--- config.mk ---
export PLATFORM = sky130hd
export DESIGN_NAME = banco_registradores_param
export DESIGN_NICKNAME = d
export VERILOG_FILES = /design/src/rtl/banco_registradores_param.sv
export SDC_FILE = /design/constraint.sdc
export NUM_CORES = 2
export LEC_CHECK = 0
export CAP_MARGIN = 20
export CORE_UTILIZATION = 30
export DETAILED_ROUTE_END_ITERATION = 8
export GPL_TIMING_DRIVEN = 0
export PLACE_DENSITY_LB_ADDON = 0.25
export RECOVER_POWER = 25
export SLEW_MARGIN = 20
export SYNTH_ARGS = -nofsm -noshare
export SYNTH_HDL_FRONTEND = slang
export SYNTH_SLANG_ARGS = --single-unit
--- constraint.sdc ---
create_clock -name clk -period 102.5 [get_ports clk]
set_input_delay 15.375 -clock clk [delete_from_list [all_inputs] [get_ports clk]]
set_output_delay 15.375 -clock clk [all_outputs]
set_load 0.05 [all_outputs]
--- src/rtl/banco_registradores_param.sv ---
// Parametrised register file: register 0 reads as zero, optional same-cycle
// write-to-read forwarding, and a bulk-clear engine that zeroes one register per cycle.
module banco_registradores_param #(
  parameter int DATA_WIDTH = 32,
  parameter int ADDR_WIDTH = 5,
  parameter bit BYPASS     = 1'b1
) (
  input  logic                  clk,
  input  logic                  reset,
  input  logic                  regWrite,
  input  logic [ADDR_WIDTH-1:0] read_register_1,
  input  logic [ADDR_WIDTH-1:0] read_register_2,
  input  logic [ADDR_WIDTH-1:0] write_register,
  input  logic [DATA_WIDTH-1:0] write_data,
  input  logic                  clear_req,
  output logic [DATA_WIDTH-1:0] read_data_1,
  output logic [DATA_WIDTH-1:0] read_data_2,
  output logic                  busy,
  output logic                  clear_done,
  output logic                  write_blocked
);
  // state   | meaning
  // S_IDLE  | normal operation, clear_req starts a clear
  // S_CLEAR | zeroing mem[r_cnt] each cycle, writes dropped
  // S_DONE  | single cycle with clear_done high

  localparam int DEPTH = 1 << ADDR_WIDTH;
  localparam logic [ADDR_WIDTH:0] CNT_ONE  = {{ADDR_WIDTH{1'b0}}, 1'b1};
  localparam logic [ADDR_WIDTH:0] CNT_LAST = {1'b0, {ADDR_WIDTH{1'b1}}};

  typedef enum logic [1:0] {S_IDLE, S_CLEAR, S_DONE} state_t;

  state_t                r_state;
  logic [ADDR_WIDTH:0]   r_cnt;
  logic                  r_busy;
  logic                  r_done;
  logic [DATA_WIDTH-1:0] r_mem [DEPTH];

  logic w_wr_en;
  logic w_fwd_ok;

  assign w_wr_en  = regWrite & ~r_busy & (write_register != '0);
  assign w_fwd_ok = BYPASS & regWrite & ~r_busy;

  always_ff @(posedge clk or posedge reset) begin
    if (reset) begin
      r_state <= S_IDLE;
      r_cnt   <= '0;
      r_busy  <= 1'b0;
      r_done  <= 1'b0;
    end else begin
      case (r_state)
        S_IDLE: begin
          r_done <= 1'b0;
          if (clear_req) begin
            r_state <= S_CLEAR;
            r_cnt   <= CNT_ONE;
            r_busy  <= 1'b1;
          end
        end
        S_CLEAR: begin
          r_cnt <= r_cnt + CNT_ONE;
          if (r_cnt == CNT_LAST) begin
            r_state <= S_DONE;
            r_busy  <= 1'b0;
            r_done  <= 1'b1;
          end
        end
        S_DONE: begin
          r_done  <= 1'b0;
          r_state <= S_IDLE;
        end
        default: begin
          r_state <= S_IDLE;
          r_busy  <= 1'b0;
          r_done  <= 1'b0;
        end
      endcase
    end
  end

  // Clear and write are mutually exclusive: writes are only accepted while not busy.
  always_ff @(posedge clk or posedge reset) begin
    if (reset) begin
      for (int i = 0; i < DEPTH; i++) r_mem[i] <= '0;
    end else if (r_state == S_CLEAR) begin
      r_mem[r_cnt[ADDR_WIDTH-1:0]] <= '0;
    end else if (w_wr_en) begin
      r_mem[write_register] <= write_data;
    end
  end

  always_comb begin
    read_data_1 = r_mem[read_register_1];
    if (read_register_1 == '0)
      read_data_1 = '0;
    else if (w_fwd_ok && (write_register == read_register_1))
      read_data_1 = write_data;

    read_data_2 = r_mem[read_register_2];
    if (read_register_2 == '0)
      read_data_2 = '0;
    else if (w_fwd_ok && (write_register == read_register_2))
      read_data_2 = write_data;
  end

  assign busy          = r_busy;
  assign clear_done    = r_done;
  assign write_blocked = regWrite & r_busy;

endmodule

# After elaboration in Yosys (flattened, before gate mapping)
# Cells that the tools add are included.
[classes]
add_sub_neg = 1
order_cmp = 6
n_eq_ne = 7
muxes = 27
bitwise_logic = 11
reduce_logical = 13
[op_table]
columns = ["cell", "n"]
rows = [
  ["1024-bit two-way mux", 2],
  ["1024-bit bitwise AND", 1],
  ["1024-bit bitwise mux", 1],
  ["1024-bit inverter", 1],
  ["32-bit binary-select mux with 5-bit select", 2],
  ["32-bit demux with 5-bit select", 2],
  ["32-bit two-way mux", 10],
  ["6-bit greater-or-equal comparator, second input constant", 4],
  ["5-bit inverter with 6-bit output", 4],
  ["6-bit by 1-bit < comparator with 1-bit output, second input constant", 2],
  ["6-bit case mux with 2 select lines", 1],
  ["5-bit equality test", 2],
  ["5-bit zero test", 2],
  ["6-bit by 1-bit adder with 6-bit output, second input constant", 1],
  ["6-bit by 5-bit equality test with 1-bit output, second input constant", 1],
  ["6-bit two-way mux", 1],
  ["5-bit nonzero test", 1],
  ["1-bit logical AND", 4],
  ["1-bit two-way mux", 4],
  ["2-bit two-way mux", 2],
  ["2-bit inequality test, second input constant", 2],
  ["2-bit case mux with 2 select lines", 1],
  ["2-bit AND reduction", 2],
  ["2-bit nonzero test", 2],
  ["7 further kinds", 10],
]
[totals]
ff_bits = 1034
output_inout_bits = 67
elab_cells = 101

# Depth between registers and ports, before layout
[depth]
word_depth = 8
ltp_mapped = 11
depth_no_buf = 6

# Worst setup path after synthesis
# No wires, ideal clock.
[synth_path]
kind = "input-to-output"
from = "in read_register_1[2]"
to = "out read_data_1[10]"
arrival_ns = 17.751
t_required_ns = 87.125
path_slack_ns = 69.374
stages = 7
n_path_buf = 3
path_cell_list = "buf_2 > buf_2 > nor3_2 > clkbuf_1 > a221oi_1 > a31oi_1 > a211oi_1"
[synth_via]
elab_chain_cells = 6
elab_cells_between_ends = 9
[synth_rtl]
columns = ["element", "line_no", "text"]
rows = [
  ["start: declaration", "11", "input logic [ADDR_WIDTH-1:0] read_register_1,"],
  ["5-bit inverter with 6-bit output (not written as such)", "94", "read_data_1 = r_mem[read_register_1];"],
  ["32-bit binary-select mux with 5-bit select", "94", ""],
  ["32-bit two-way mux (not written as such) (2 in a row)", "94", ""],
  ["32-bit two-way mux", "97", "else if (w_fwd_ok && (write_register == read_register_1))"],
  ["32-bit two-way mux (*)", "95", "if (read_register_1 == '0)"],
  ["end: declaration", "16", "output logic [DATA_WIDTH-1:0] read_data_1,"],
]
# Every way passes the cells marked *; elsewhere a longest branch is shown, timed or not. The select of a mux whose other input is x is not followed.

# Worst setup path after layout
[layout_path]
from = "in read_register_2[2]"
to = "out read_data_2[28]"
[layout_via]
elab_chain_cells = 6
elab_cells_between_ends = 9
[layout_rtl]
columns = ["element", "line_no", "text"]
rows = [
  ["start: declaration", "12", "input logic [ADDR_WIDTH-1:0] read_register_2,"],
  ["5-bit inverter with 6-bit output (not written as such)", "100", "read_data_2 = r_mem[read_register_2];"],
  ["32-bit binary-select mux with 5-bit select", "100", ""],
  ["32-bit two-way mux (not written as such) (2 in a row)", "100", ""],
  ["32-bit two-way mux", "103", "else if (w_fwd_ok && (write_register == read_register_2))"],
  ["32-bit two-way mux (*)", "101", "if (read_register_2 == '0)"],
  ["end: declaration", "17", "output logic [DATA_WIDTH-1:0] read_data_2,"],
]
# Marks and branches as above.

==> impl_metrics.toml <==
[status]
status = "finished, violations left"
violations = "capacitance limit, slew limit"

[power]
power.clock.fraction_pct = 42.9
vdd_drop_max_uv = 15.8
pwr-share-seq_pct = 38.6
p_switching_mw = 0.368
p_int_mw = 0.748
sw_frac_of_total_pct = 33.0
power_density_nw_per_um2 = 17.6
power_leakage_nw = 27.7
comb_power_share_pct = 18.6

[sta]
tns_ns = 0
slew_headroom_pct = -270
fmax_mhz = 27.5
period_minus_slack_ns = 36.37
period_share_pct = 35.5
grt_setup_unrepaired = "false"
hold_viol = 0
setup_viol = 0
slew_violations = 761
tightest_slew_ns = 5.55
finClkSkew_ns = 0.0623

[global_route]
grt_first_pass_wirelength_um = 445000
grt_pass1_vias = 46400
grt_start_max_net_pins = 99
overflow = 0
antenna_found_initial = 36
track_usage_pct = 36.2

[die]
core_sq_um = 179000
die-height_um = 428
pin_count = 118
die_x_um = 428
die_area_sq_um = 183000
std_cell_rows = 155
start_util_pct = 30.3

[synth]
syn-num-nets = 4309
synth-async-reset-ratio_pct = 100
synth_xor_area_share_pct = 0.161
synth.cell_area_sq_um = 54400
ys.warnings.count = 0
syn-instance-count = 4254
ys_ff_latch = 1034
avgSynthCellArea_sq_um = 12.8
synthAdderAreaFrac_pct = 0.0919
synth_top_family_by_area = "compound AO/OA/AOI/OAI gates"
seq_area_frac_synth_pct = 47.5
ys_types = 60
synth_edf_count = 0
yosys.area_share.simple_pct = 3.81
synth_compound_area_share_pct = 22.7
synth_flop_cell = "dfrtp_1"
muxShareOfSynthArea_pct = 20.8

[clock_tree]
cts_tree = "done"
path_clk_slew_ns = 0.06
clock-root-buffer = "clkbuf_16"
cts_buffers = 119
cts.sinks = 1034
clockBufferDepth = 3
hold_buffers = 0
insertion_delay_ns = 0.84
post_cts_buffers = 0
postCtsResizedCells = 0
h-tree-depth = 3

[setup_path]
cp.required_ns = 87.12
cp-start-kind = "input pin"
crit_family = "buffers and inverters"
endpoint_kind = "output pin"
path_cells = "clkdlybuf4s50_1, buf_2, and2_0, clkbuf_2, buf_2, a221oi_1, o21ai_0, a21oi_1, clkdlybuf4s50_1"
reg2reg_setup_slack_ns = 98.37
r2r_end = "r_mem[292]$_DFFE_PP0P_"
cp_slowest_stage_delay_ns = 1.03
critPathSlowestCell = "and2_0"
r2r_cells = 7
crit_arrival_ns = 21.00
cp_max_fo = 10
crit-reg2reg-launch = "busy$_DFFE_PP0P_"
path_class = "in2out"
crit_buf_inv = 5

[layout]
final_common_cell = "dfrtp_1"
layout_common_cells = "1,034 x dfrtp_1, 996 x a22o_1, 355 x mux2i_1, 335 x mux4_2, 304 x clkbuf_1"
drive_gt1_share_pct = 19.2
syn_to_final_growth_pct = 16.1
final_area_sq_um = 63200
final_cells = 6981
nFillCells = 17600
layout.nets = 4541
postLayoutCoreUtil_pct = 35.2

[place]
dp_hpwl_um = 235000
place_inst = 6717
placed_cell_area_sq_um = 59000
port_buffers = 75
gp_congestion = 1.06

[worst_hold_path]
hold_depth = 1
whs_endpoint = "r_cnt[5]$_DFFE_PP0P_"
hold_path.class = "reg2reg"
min-delay-start = "r_cnt[5]$_DFFE_PP0P_"

[drt]
wl_um = 340000
detail-route-antenna-nets = 0
drc = 0
dr.pass1.iters = 8
drt_iter0_markers = 8774
num_vias = 49800
avgRoutedWirePerCell_um = 48.7
viasPerCell = 7.13

[run]
cap_viol_max_count = 9
## synth_stat cells, types with 10 or more instances
cell type	number	area (sq um)
a22o_1	996	8720
buf_4	33	248
clkbuf_1	328	1230
nor2b_1	11	68.8
o21ai_0	97	485
mux2_2	18	203
nand2b_1	10	62.6
o22ai_1	78	488
a22oi_1	57	428
a221o_1	31	310
nand4_1	16	100
dfrtp_1	1034	25900
and2_1	39	244
nand2_1	87	327
buf_2	106	531
nor2_1	122	458
nor3_1	39	195
buf_6	37	417
a221oi_1	77	674
buf_1	38	143
o22a_1	12	105
o211ai_1	17	128
nand3_1	42	210
mux2i_1	355	3550
a211oi_1	31	233
a21oi_1	85	425
mux4_2	335	7540
## cells by family (layout without fill, tap and decap cells)
group                    count (synthesis)  in the layout
other                                    0             36
XOR/XNOR                                10             10
AO/OA/AOI/OAI                         1525           1525
adder cells (fa/ha/maj)                  4              4
buffers and inverters                  558            894
flip-flops                            1034           1034
AND/OR/NAND/NOR                        415            415
multiplexers                           708            708
## sequential cells by signal (all words and copies together) (netlist names)
name        cells
r_mem        1024
r_state         2
busy            1
clear_done      1
r_cnt           6
## layout make-up
type | instances | area, sq um | area share (%)
plain buffers | 549 | 2750 | 4.34
clock buffers | 183 | 3670 | 5.81
diodes | 36 | 90.1 | 0.143
inverters | 9 | 35.0 | 0.0554
flip-flops and latches | 1034 | 25900 | 40.9
multi-input cells | 2662 | 26000 | 41.1
clock inverters | 42 | 604 | 0.956
well taps | 2355 | 2950 | 4.66
repair buffers | 111 | 1260 | 2.00
## power by group through the flow
| stage | Sequential [mW] | Combinational (mW) | Clock (mW) |
|---|---|---|---|
| after floorplan | 0.434 | 0.0991 | 0 |
| after global placement | 0.438 | 0.191 | 0 |
| after detailed placement | 0.436 | 0.195 | 0 |
| after CTS | 0.429 | 0.196 | 0.474 |
| after global routing | 0.431 | 0.203 | 0.491 |
| final | 0.430 | 0.207 | 0.478 |
## worst max-delay path by stage
| stage | start | end | slack [ns] | cells after the start |
|---|---|---|---|---|
| 2_1_floorplan | reset | busy$_DFFE_PP0P_ | 58.03 | 1 |
| 6_report | read_register_2[2] | read_data_2[28] | 66.13 | 9 |
| 4_1_cts | read_register_2[2] | read_data_2[2] | 66.34 | 9 |
| 5_1_grt | read_register_1[1] | read_data_1[29] | 66.30 | 10 |
| 3_5_place_dp | read_register_2[2] | read_data_2[2] | 66.34 | 9 |
| 3_3_place_gp | reset | r_mem[646]$_DFFE_PP0P_ | 43.77 | 2 |
## routing by layer
metal  vias to the layer above  share of wire [%]  wire, um  global-route usage, %
met5                         -               0.10       352                   1.07
li1                      17500                  -         -                      -
met3                      1391                 14     48900                   16.4
met1                     26000                 36    121000                   43.6
met4                        22                9.9     33700                   29.0
met2                      4884                 40    136000                   49.4
## metrics by stage
step	hold slack, ns	total power [mW]	setup slack, ns
floorplan	0.450	0.533	58.03
global placement	0.474	0.629	43.77
detailed placement	0.478	0.631	66.34
CTS	0.491	1.10	66.34
global route	0.512	1.12	66.30
finish	0.491	1.12	66.13
Power figures use the tool's default switching activity.
